File: config.mk
export PLATFORM = sky130hd
export DESIGN_NAME = irq_arbiter_flat
export DESIGN_NICKNAME = d
export VERILOG_FILES = /design/src/rtl/irq_arbiter_if.sv /design/src/rtl/irq_arbiter.sv /design/src/flat_wrapper.sv
export SDC_FILE = /design/constraint.sdc
export NUM_CORES = 1
export LEC_CHECK = 0
export CAP_MARGIN = 20
export CORE_MARGIN = 2
export CORE_UTILIZATION = 40
export CTS_BUF_LIST = sky130_fd_sc_hd__clkbuf_2
export DETAILED_ROUTE_END_ITERATION = 10
export PLACE_DENSITY = 0.85
export SYNTH_ARGS = -nofsm -noshare
export SYNTH_HDL_FRONTEND = slang
export SYNTH_SLANG_ARGS = --single-unit
File: constraint.sdc
create_clock -name i_Clk -period 2.7 [get_ports i_Clk]
set_input_delay 0.54 -clock i_Clk [delete_from_list [all_inputs] [get_ports i_Clk]]
set_output_delay 0.54 -clock i_Clk [all_outputs]
set_load 0.1 [all_outputs]
File: src/rtl/irq_arbiter_if.sv
// Register-bus and interrupt-handshake bundle for irq_arbiter.
// No latency of its own; the arbiter registers every output.
// No backpressure: strobes are single-cycle, CPU acks are level-sampled.
interface irq_arbiter_if;
  logic        i_WEnable;
  logic [31:0] i_WAddr;
  logic [31:0] i_WData;
  logic        i_REnable;
  logic [31:0] i_RAddr;
  logic [31:0] o_RData;
  logic        o_Err;
  logic [3:0]  i_IntSrc;
  logic        i_AckAttended;
  logic        i_AckComplete;
  logic        o_IrqReq;
  logic [1:0]  o_IrqNum;

  // Arbiter side.
  modport slave (
    input  i_WEnable, i_WAddr, i_WData,
    input  i_REnable, i_RAddr,
    output o_RData, o_Err,
    input  i_IntSrc, i_AckAttended, i_AckComplete,
    output o_IrqReq, o_IrqNum
  );

  // CPU / bus-master side.
  modport master (
    output i_WEnable, i_WAddr, i_WData,
    output i_REnable, i_RAddr,
    input  o_RData, o_Err,
    output i_IntSrc, i_AckAttended, i_AckComplete,
    input  o_IrqReq, o_IrqNum
  );
endinterface

File: src/rtl/irq_arbiter.sv
// 4-source edge-triggered interrupt arbiter with CSR bank; optional IRQ_ARB_PRIO_PROG_EN adds programmable priority.
// Latency: source edge at k -> pend at k, o_IrqReq at k+1; register read/err data one cycle after strobe.
// No backpressure: a request not attended within TIMEOUT_CYC cycles is withdrawn and retried.
module irq_arbiter #(
  parameter int unsigned TIMEOUT_CYC = 1024
) (
  input logic         i_Clk,
  input logic         i_Rst,
  irq_arbiter_if.slave bus
);

  typedef enum logic [1:0] {
    ST_IDLE    = 2'd0,
    ST_REQ     = 2'd1,
    ST_SERVICE = 2'd2
  } state_t;

  localparam logic [31:0] ADDR_CTRL   = 32'd0;
  localparam logic [31:0] ADDR_PEND   = 32'd1;
  localparam logic [31:0] ADDR_PRIO   = 32'd2;
  localparam logic [31:0] ADDR_STATUS = 32'd3;
  localparam logic [15:0] CNT_LAST    = 16'(TIMEOUT_CYC - 1);

  state_t      state_q, state_d;
  logic        ea_q, ea_d;
  logic [3:0]  en_q, en_d;
  logic [3:0]  pend_q, pend_d;
  logic [3:0]  prev_q;
  logic [15:0] cnt_q, cnt_d;
  logic        sticky_q, sticky_d;
  logic [1:0]  irq_num_q, irq_num_d;
  logic [31:0] rdata_q, rdata_d;
  logic        err_q, err_d;
`ifdef IRQ_ARB_PRIO_PROG_EN
  logic [7:0]  prio_q, prio_d;
`endif

  logic [3:0]  rise;
  logic [3:0]  elig;
  logic        any_elig;
  logic [1:0]  win;
  logic [3:0]  grant_clr;
  logic        timeout_set;
  logic        wr_mapped, rd_mapped;
  logic        wr_ok, rd_ok;
  logic [31:0] rd_mux;
  logic        unused_wdata;

  // Upper write-data bits carry no register content.
  assign unused_wdata = ^bus.i_WData[31:5];

  function automatic logic addr_mapped(input logic [31:0] a);
    logic m;
    m = (a == ADDR_CTRL) || (a == ADDR_PEND) || (a == ADDR_STATUS);
`ifdef IRQ_ARB_PRIO_PROG_EN
    m = m || (a == ADDR_PRIO);
`endif
    return m;
  endfunction

  assign rise      = bus.i_IntSrc & ~prev_q;
  assign elig      = ea_q ? (pend_q & en_q) : 4'b0000;
  assign any_elig  = |elig;
  assign wr_mapped = addr_mapped(bus.i_WAddr);
  assign rd_mapped = addr_mapped(bus.i_RAddr);
  // A write shadows a simultaneous read completely.
  assign wr_ok     = bus.i_WEnable & wr_mapped;
  assign rd_ok     = ~bus.i_WEnable & bus.i_REnable & rd_mapped;

`ifdef IRQ_ARB_PRIO_PROG_EN
  // Pick the highest programmed level; strict compare keeps the lower index on ties.
  always_comb begin
    logic [1:0] best;
    logic       found;
    win   = 2'd0;
    best  = 2'd0;
    found = 1'b0;
    for (int i = 0; i < 4; i++) begin
      if (elig[i] && (!found || prio_q[2*i +: 2] > best)) begin
        win   = 2'(i);
        best  = prio_q[2*i +: 2];
        found = 1'b1;
      end
    end
  end
`else
  // Fixed priority: lowest-numbered eligible source wins.
  always_comb begin
    win = 2'd0;
    for (int i = 3; i >= 0; i--) begin
      if (elig[i]) win = 2'(i);
    end
  end
`endif

  // Grant state machine: next state, timeout counter, latched winner.
  always_comb begin
    state_d     = state_q;
    cnt_d       = cnt_q;
    irq_num_d   = irq_num_q;
    grant_clr   = 4'b0000;
    timeout_set = 1'b0;
    case (state_q)
      ST_IDLE: begin
        if (any_elig) begin
          irq_num_d = win;
          cnt_d     = 16'd0;
          state_d   = ST_REQ;
        end
      end
      ST_REQ: begin
        if (bus.i_AckAttended) begin
          grant_clr[irq_num_q] = 1'b1;
          state_d              = ST_SERVICE;
        end else if (!ea_q || !en_q[irq_num_q]) begin
          state_d = ST_IDLE;
        end else if (cnt_q == CNT_LAST) begin
          timeout_set = 1'b1;
          state_d     = ST_IDLE;
        end else begin
          cnt_d = cnt_q + 16'd1;
        end
      end
      ST_SERVICE: begin
        // No nesting: new grants wait until the handler completes.
        if (bus.i_AckComplete) state_d = ST_IDLE;
      end
      default: state_d = ST_IDLE;
    endcase
  end

  // Read-data selection for mapped addresses.
  always_comb begin
    rd_mux = 32'd0;
    case (bus.i_RAddr)
      ADDR_CTRL:   rd_mux = {27'd0, en_q, ea_q};
      ADDR_PEND:   rd_mux = {28'd0, pend_q};
`ifdef IRQ_ARB_PRIO_PROG_EN
      ADDR_PRIO:   rd_mux = {24'd0, prio_q};
`endif
      ADDR_STATUS: rd_mux = {23'd0, sticky_q, 2'b00, state_q, 2'b00, irq_num_q};
      default:     rd_mux = 32'd0;
    endcase
  end

  // CSR next-state: writes, pend set/clear (set wins), sticky, read/err capture.
  always_comb begin
    logic [3:0] w1c;
    ea_d     = ea_q;
    en_d     = en_q;
    sticky_d = sticky_q;
    rdata_d  = rdata_q;
    err_d    = err_q;
    w1c      = 4'b0000;
`ifdef IRQ_ARB_PRIO_PROG_EN
    prio_d   = prio_q;
`endif
    if (wr_ok && bus.i_WAddr == ADDR_CTRL) begin
      ea_d = bus.i_WData[0];
      en_d = bus.i_WData[4:1];
    end
    if (wr_ok && bus.i_WAddr == ADDR_PEND) w1c = bus.i_WData[3:0];
`ifdef IRQ_ARB_PRIO_PROG_EN
    if (wr_ok && bus.i_WAddr == ADDR_PRIO) prio_d = bus.i_WData[7:0];
`endif
    if (wr_ok && bus.i_WAddr == ADDR_STATUS) sticky_d = 1'b0;
    if (timeout_set) sticky_d = 1'b1;
    pend_d = (pend_q & ~(w1c | grant_clr)) | rise;
    if (bus.i_WEnable) begin
      err_d = ~wr_mapped;
    end else if (bus.i_REnable) begin
      err_d = ~rd_mapped;
    end
    if (rd_ok) rdata_d = rd_mux;
  end

  // State registers with synchronous reset.
  always_ff @(posedge i_Clk) begin
    if (i_Rst) begin
      state_q   <= ST_IDLE;
      ea_q      <= 1'b0;
      en_q      <= 4'b0000;
      pend_q    <= 4'b0000;
      prev_q    <= 4'b0000;
      cnt_q     <= 16'd0;
      sticky_q  <= 1'b0;
      irq_num_q <= 2'd0;
      rdata_q   <= 32'd0;
      err_q     <= 1'b0;
`ifdef IRQ_ARB_PRIO_PROG_EN
      prio_q    <= 8'd0;
`endif
    end else begin
      state_q   <= state_d;
      ea_q      <= ea_d;
      en_q      <= en_d;
      pend_q    <= pend_d;
      prev_q    <= bus.i_IntSrc;
      cnt_q     <= cnt_d;
      sticky_q  <= sticky_d;
      irq_num_q <= irq_num_d;
      rdata_q   <= rdata_d;
      err_q     <= err_d;
`ifdef IRQ_ARB_PRIO_PROG_EN
      prio_q    <= prio_d;
`endif
    end
  end

  assign bus.o_IrqReq = (state_q == ST_REQ);
  assign bus.o_IrqNum = irq_num_q;
  assign bus.o_RData  = rdata_q;
  assign bus.o_Err    = err_q;

endmodule

File: src/flat_wrapper.sv
// flat-port wrapper written by rule: the top's interface ports become plain ports
module irq_arbiter_flat 
#(
  parameter int unsigned TIMEOUT_CYC = 1024
)
  (i_Clk, i_Rst, bus_i_WEnable, bus_i_WAddr, bus_i_WData, bus_i_REnable, bus_i_RAddr, bus_o_RData, bus_o_Err, bus_i_IntSrc, bus_i_AckAttended, bus_i_AckComplete, bus_o_IrqReq, bus_o_IrqNum);
  irq_arbiter_if bus_i ();
  input logic i_Clk;
  input logic i_Rst;
  input wire logic [$bits(bus_i.i_WEnable)-1:0] bus_i_WEnable;
  input wire logic [$bits(bus_i.i_WAddr)-1:0] bus_i_WAddr;
  input wire logic [$bits(bus_i.i_WData)-1:0] bus_i_WData;
  input wire logic [$bits(bus_i.i_REnable)-1:0] bus_i_REnable;
  input wire logic [$bits(bus_i.i_RAddr)-1:0] bus_i_RAddr;
  output wire logic [$bits(bus_i.o_RData)-1:0] bus_o_RData;
  output wire logic [$bits(bus_i.o_Err)-1:0] bus_o_Err;
  input wire logic [$bits(bus_i.i_IntSrc)-1:0] bus_i_IntSrc;
  input wire logic [$bits(bus_i.i_AckAttended)-1:0] bus_i_AckAttended;
  input wire logic [$bits(bus_i.i_AckComplete)-1:0] bus_i_AckComplete;
  output wire logic [$bits(bus_i.o_IrqReq)-1:0] bus_o_IrqReq;
  output wire logic [$bits(bus_i.o_IrqNum)-1:0] bus_o_IrqNum;
  assign bus_i.i_WEnable = bus_i_WEnable;
  assign bus_i.i_WAddr = bus_i_WAddr;
  assign bus_i.i_WData = bus_i_WData;
  assign bus_i.i_REnable = bus_i_REnable;
  assign bus_i.i_RAddr = bus_i_RAddr;
  assign bus_o_RData = bus_i.o_RData;
  assign bus_o_Err = bus_i.o_Err;
  assign bus_i.i_IntSrc = bus_i_IntSrc;
  assign bus_i.i_AckAttended = bus_i_AckAttended;
  assign bus_i.i_AckComplete = bus_i_AckComplete;
  assign bus_o_IrqReq = bus_i.o_IrqReq;
  assign bus_o_IrqNum = bus_i.o_IrqNum;
  irq_arbiter #(.TIMEOUT_CYC(TIMEOUT_CYC)) u_core (.i_Clk(i_Clk), .i_Rst(i_Rst), .bus(bus_i));
endmodule
# [Word-level counts from Yosys, hierarchy flattened]
# Cells that the tools add are included.
[totals] reg_bits=67 inputBits=106 out_inout_bits=36 elab_cells=92
[op_classes] addsub=1 order_cmp=2 eq_ne=13 muxes=32 n_bitwise=13 reduce_logical=21
[ops] op="$eq A32 B1 Y1 const B" n=2
[ops] op="$eq A32 B2 Y1 const B" n=2
[ops] op="$logic_not A32 Y1" n=2
[ops] op="$mux W16" n=4
[ops] op="$pmux W16 S2" n=1
[ops] op="$pmux W9 S3" n=1
[ops] op="$mux W2" n=9
[ops] op="$add A16 B1 Y16 const B" n=1
[ops] op="$eq A16 B10 Y1 const B" n=1
[ops] op="$mux W4" n=4
[ops] op="$and A4 B4 Y4" n=3
[ops] op="$mux W1" n=10
[ops] op="$ne A2 B2 Y1 const B" n=4
[ops] op="$not A4 Y4" n=2
[ops] op="$or A4 B4 Y4" n=2
[ops] op="$pmux W2 S3" n=1
[ops] op="$reduce_bool A2 Y1" n=3
[ops] op="$logic_or A1 B1 Y1" n=5
[ops] op="$reduce_and A5 Y1" n=1
[ops] op="$logic_and A1 B1 Y1" n=4
[ops] op="$ne A4 B2 Y1 const B" n=1
[ops] op="$reduce_or A4 Y1" n=1
[ops] op="$and A1 B1 Y1" n=3
[ops] op="$lt A2 B3 Y1 const B" n=1
[ops] op="other kinds (11)" n=14

# [Logic depth before layout (Yosys ltp)]
[depth] depth_word=10 ltp_mapped=7 ltp_nobuf=6

# [Worst setup path before layout]
# No wires, ideal clock.
[synth_path] kind="register to register" start="register u_core.irq_num_q[1] (netlist: u_core.bus.o_IrqNum[1])" end="register u_core.cnt_q[12]" arrival_ns=2.314 required_ns=2.584 slack_ns=0.270 path_stages_with_launch=6 path_buffers=0 path_cell_list="dfxtp_1 > nand2_1 > o22ai_4 > nand2_4 > or4b_1 > o211a_1"
[synth_between] elab_chain_cells=6
[synth_lines] element="start: declaration" line="irq_arbiter.sv:31" text="logic [1:0] irq_num_q, irq_num_d;"
[synth_lines] element="start signal: assignment" line="irq_arbiter.sv:201" text="irq_num_q <= irq_num_d;"
[synth_lines] element="$bmux W1 S2" line="irq_arbiter.sv:115" text="end else if (!ea_q || !en_q[irq_num_q]) begin"
[synth_lines] element="$mux W1 (implied by the code)" line="irq_arbiter.sv:115"
[synth_lines] element="$logic_not A1 Y1" line="irq_arbiter.sv:115"
[synth_lines] element="$logic_or A1 B1 Y1" line="irq_arbiter.sv:115"
[synth_lines] element="$ne A2 B2 Y1 (no source line)"
[synth_lines] element="$reduce_and A5 Y1 (no source line)"
[synth_lines] element="end signal: assignment" line="irq_arbiter.sv:199" text="cnt_q <= cnt_d;"
[synth_lines] element="end: declaration" line="irq_arbiter.sv:29" text="logic [15:0] cnt_q, cnt_d;"
# No other way between the ends. The select of a mux whose other input is x is not followed.
# A chain may end at the register's enable or synchronous reset.

# [Worst setup path after layout]
[layout_path] start="input bus_i_RAddr[27]" end="register u_core.rdata_q[1] (netlist: u_core.bus.o_RData[1])"
[layout_between] elab_chain_cells=4 word_cells_on_any_way=7
[layout_lines] element="start: declaration" line="flat_wrapper.sv:14" text="input wire logic [$bits(bus_i.i_RAddr)-1:0] bus_i_RAddr;"
[layout_lines] element="$eq A32 B1 Y1 / $logic_not A32 Y1 (equally long branches)" line="irq_arbiter.sv:54, irq_arbiter.sv:135"
[layout_lines] element="$logic_or A1 B1 Y1 (2 in a row)" line="irq_arbiter.sv:54" text="m = (a == ADDR_CTRL) || (a == ADDR_PEND) || (a == ADDR_STATUS);"
[layout_lines] element="$and A1 B1 Y1" line="irq_arbiter.sv:68" text="assign rd_ok = ~bus.i_WEnable & bus.i_REnable & rd_mapped;"
[layout_lines] element="end signal: assignment" line="irq_arbiter.sv:202" text="rdata_q <= rdata_d;"
[layout_lines] element="end: declaration" line="irq_arbiter.sv:32" text="logic [31:0] rdata_q, rdata_d;"
# Several ways; a longest one is shown, not always the timed one.

==> reports/summary.json <==
{
  "placement": {
    "place.port_buffers": 89,
    "gp_routability_congestion": 0.922,
    "dp_hpwl_um": 5700,
    "dp_cells": 467
  },
  "run": {
    "max_cap_viol_count": 0
  },
  "sta": {
    "slew_viol_final": 0,
    "unrepaired_setup_endpoints_after_global_routing": "no",
    "fin_worst_hold_slack_ps": 485,
    "min_period_over_period_pct": 80.8,
    "finalWorstPathRequiredPeriod_ps": 2180,
    "finalSetupTns_ps": 0,
    "worst_slew_pin_slew_ps": 495,
    "finalHoldViolCount": 0,
    "skew_ps": 25.4,
    "max_slew_margin_pct": 66.7,
    "final-setup-viol-count": 0,
    "max_clock_freq_mhz": 458
  },
  "critical_path": {
    "setup.worst_path.class": "in2reg",
    "r2r_cells": 6,
    "critPathCaptureType": "register",
    "cpPeakStageDelay_ps": 480,
    "path_depth": 7,
    "crit_required_ps": 3050,
    "r2r-start": "u_core.cnt_q[0]",
    "critPathArrivalTime_ps": 2530,
    "crit_chain": "clkdlybuf4s50_1 -> nor4_1 -> nand4_1 -> a2111oi_1 -> and2_1 -> buf_12 -> mux2i_1",
    "timing.critical_path.from": "bus_i_RAddr[27]",
    "startpoint_type_of_the_worst_setup_path": "input port",
    "critical_path_buf_inv_count": 2,
    "regToRegSetupSlack_ps": 580,
    "cp_top_family": "simple AND/OR/NAND/NOR gates",
    "crit_fanout": 7,
    "crit_path_top_delay_cell": "sky130_fd_sc_hd__a2111oi_1"
  },
  "die": {
    "ios": 142,
    "rows": 29,
    "die_outline_width_um": 83.7,
    "die_h_um": 83.7,
    "floorplan.initialDensity_pct": 40.7,
    "die_area_um2": 7010,
    "placeableCoreArea_um2": 6240
  },
  "cts": {
    "clockRootBuffer": "sky130_fd_sc_hd__clkbuf_2",
    "cts_htree_levels": 2,
    "post_cts_buffers": 0,
    "cts_hold_repair.buffers": 0,
    "max-clock-path-buffers": 2,
    "total_clock_sinks": 42,
    "ctsResizeCount": 0,
    "tritoncts": "built",
    "number_of_buffers_inserted_during_clock_tree_synthesis": 5,
    "clkLatencyLatePin_ps": 410,
    "clkTransAtPathRegs_ps": 210
  },
  "cells_and_area": {
    "synthToLayoutAreaGrowth_pct": 38.3,
    "drive_gt1_share_pct": 11.3,
    "nets": 504,
    "antenna_cells": 0,
    "layout.cells.non_filler": 475
  },
  "routing": {
    "route.vias.total": 2590,
    "wl_um": 7190,
    "wl_met3_um": 434,
    "route.layer.met1.wl_um": 3170,
    "first_pass_iters": 5,
    "routed_wire_length_per_instance_um": 15.1,
    "wl_met2_um": 3490,
    "via_per_inst": 5.45,
    "total_drc_errors_in_the_routed_layout": 0,
    "detailedRoute.firstIterationViolations": 197,
    "topRoutingLayerUsed": "met4",
    "antenna_violating_nets_post_route": 0
  },
  "logic_synthesis": {
    "synth_common_cells": "sky130_fd_sc_hd__dfxtp_1 (42), sky130_fd_sc_hd__nand2_1 (39), sky130_fd_sc_hd__buf_4 (26)",
    "synthMostInstantiatedCell": "sky130_fd_sc_hd__dfxtp_1",
    "ys_top_cells_by_area": "sky130_fd_sc_hd__dfxtp_1 (33%), sky130_fd_sc_hd__buf_4 (7.7%), sky130_fd_sc_hd__mux2i_1 (7.1%)",
    "yosysSeqAreaShare_pct": 33.1,
    "synthesis.area_per_instance_um2": 8.47,
    "synth-edff-count": 0,
    "async_flop_share_pct": 0,
    "count_of_state_elements_after_synthesis": 42,
    "netlist_area_um2": 2540,
    "yosysUniqueCellTypes": 57,
    "netlist_instances": 300,
    "synth_flop_cell": "sky130_fd_sc_hd__dfxtp_1",
    "synth_warnings": 0,
    "synth_top_area_cell": "sky130_fd_sc_hd__dfxtp_1",
    "yosys.area.top_type_share_pct": 33.1
  },
  "grt": {
    "first_global_vias": 2493,
    "grt_usage_pct": 20.5,
    "grt_max_degree": 19,
    "antenna_found_initial": 0,
    "grt_first_pass_wirelength_um": 11900,
    "globalRouteOverflowTotal": 0
  },
  "power_and_ir_drop": {
    "power.total_w": 0.00134,
    "p_leak_nw": 1.34,
    "powerDensity_nw_per_um2": 381,
    "vdd_drop_max_uv": 301
  },
  "min_path": {
    "min_path_cells": 2,
    "min-delay-start": "u_core.bus.o_RData[3]",
    "hold_path_class": "reg2reg"
  },
  "run_status": {
    "run_status": "finished clean"
  }
}
-- placed cells by master (no fill, tap or decap), drive strengths merged, types with 3 or more instances in the layout --
| cell type | instances |
|---|---|
| and2 | 4 |
| nand2b | 4 |
| nand3 | 13 |
| nor3b | 3 |
| o22a | 6 |
| clkbuf | 6 |
| mux2i | 18 |
| a31oi | 5 |
| a21oi | 10 |
| or4 | 3 |
| nand4 | 11 |
| a22o | 3 |
| conb | 25 |
| clkdlybuf4s50 | 78 |
| nor4 | 17 |
| buf | 21 |
| a41o | 3 |
| nor2 | 19 |
| nor3 | 13 |
| inv | 7 |
| nor2b | 8 |
| o21ai | 6 |
| o211ai | 4 |
| dfxtp | 42 |
| nand2 | 40 |
-- registers in the layout, indices dropped and copies added, names as in the netlist --
register             cells
u_core.bus.o_Err         1
u_core.prev_q            4
u_core.bus.o_IrqNum      2
u_core.cnt_q            16
u_core.bus.o_RData       7
u_core.en_q              4
u_core.pend_q            4
u_core.ea_q              1
u_core.state_q           2
u_core.sticky_q          1
-- per-stage QoR --
step | worst slack, ps | utilization (%) | cell area (um^2)
6_report | 518 | 56.3 | 3520
3_5_place_dp | 101 | 55.3 | 3450
3_3_place_gp | 176 | 55.3 | 3450
2_1_floorplan | 270 | - | 2630
4_1_cts | 514 | 56.3 | 3520
5_1_grt | 403 | 56.3 | 3520
-- cells by family (layout without fill, tap and decap cells) --
logic type	Yosys count	after routing	synth area share (%)
adder cells (fa/ha/maj)	1	1	0.492
AND/OR/NAND/NOR	143	143	32.3
AO/OA/AOI/OAI	55	55	16.8
other	1	25	0.147
multiplexers	18	18	7.09
flip-flops	42	42	33.1
buffers and inverters	40	114	10.1
-- report_power, final --
part	leakage (nW)	total, W	internal, W	switching (W)
combinational	0.964	0.000328	0.000120	0.000208
sequential	0.341	0.000640	0.000631	0.00000885
clock	0.0392	0.000373	0.000160	0.000212
total	1.34	0.00134	0.000911	0.000429
-- final timing paths --
path	endpoint
worst max-delay path	u_core.bus.o_RData[1]
worst min-delay path	u_core.bus.o_RData[3]
worst max register to register	u_core.cnt_q[3]
worst min register to register	u_core.bus.o_RData[3]
-- metal layers --
layer	vias to the layer above	global-route usage, %
li1	1263	-
met5	-	0
met1	1203	27.2
met2	113	33.6
met4	0	5.72
met3	11	4.55
-- layout make-up --
cell class	instances	area, um^2
inverter	7	26.3
clock buffer	6	30.0
timing repair buffer	99	951
fill	552	2730
clock inverter	2	37.5
sequential	42	841
multi-input combinational	242	1530
tap	77	96.3
-- worst reg2reg max path, delay by kind of cell, from the launching register on --
kind / cells / cell delay (ps)
and+or+nand+nor: 3 / 750
AOI/OAI and AO/OA: 2 / 600
adders and majority gates: 1 / 250
DFF: 1 / 440
(Power assumes the default switching activity.)
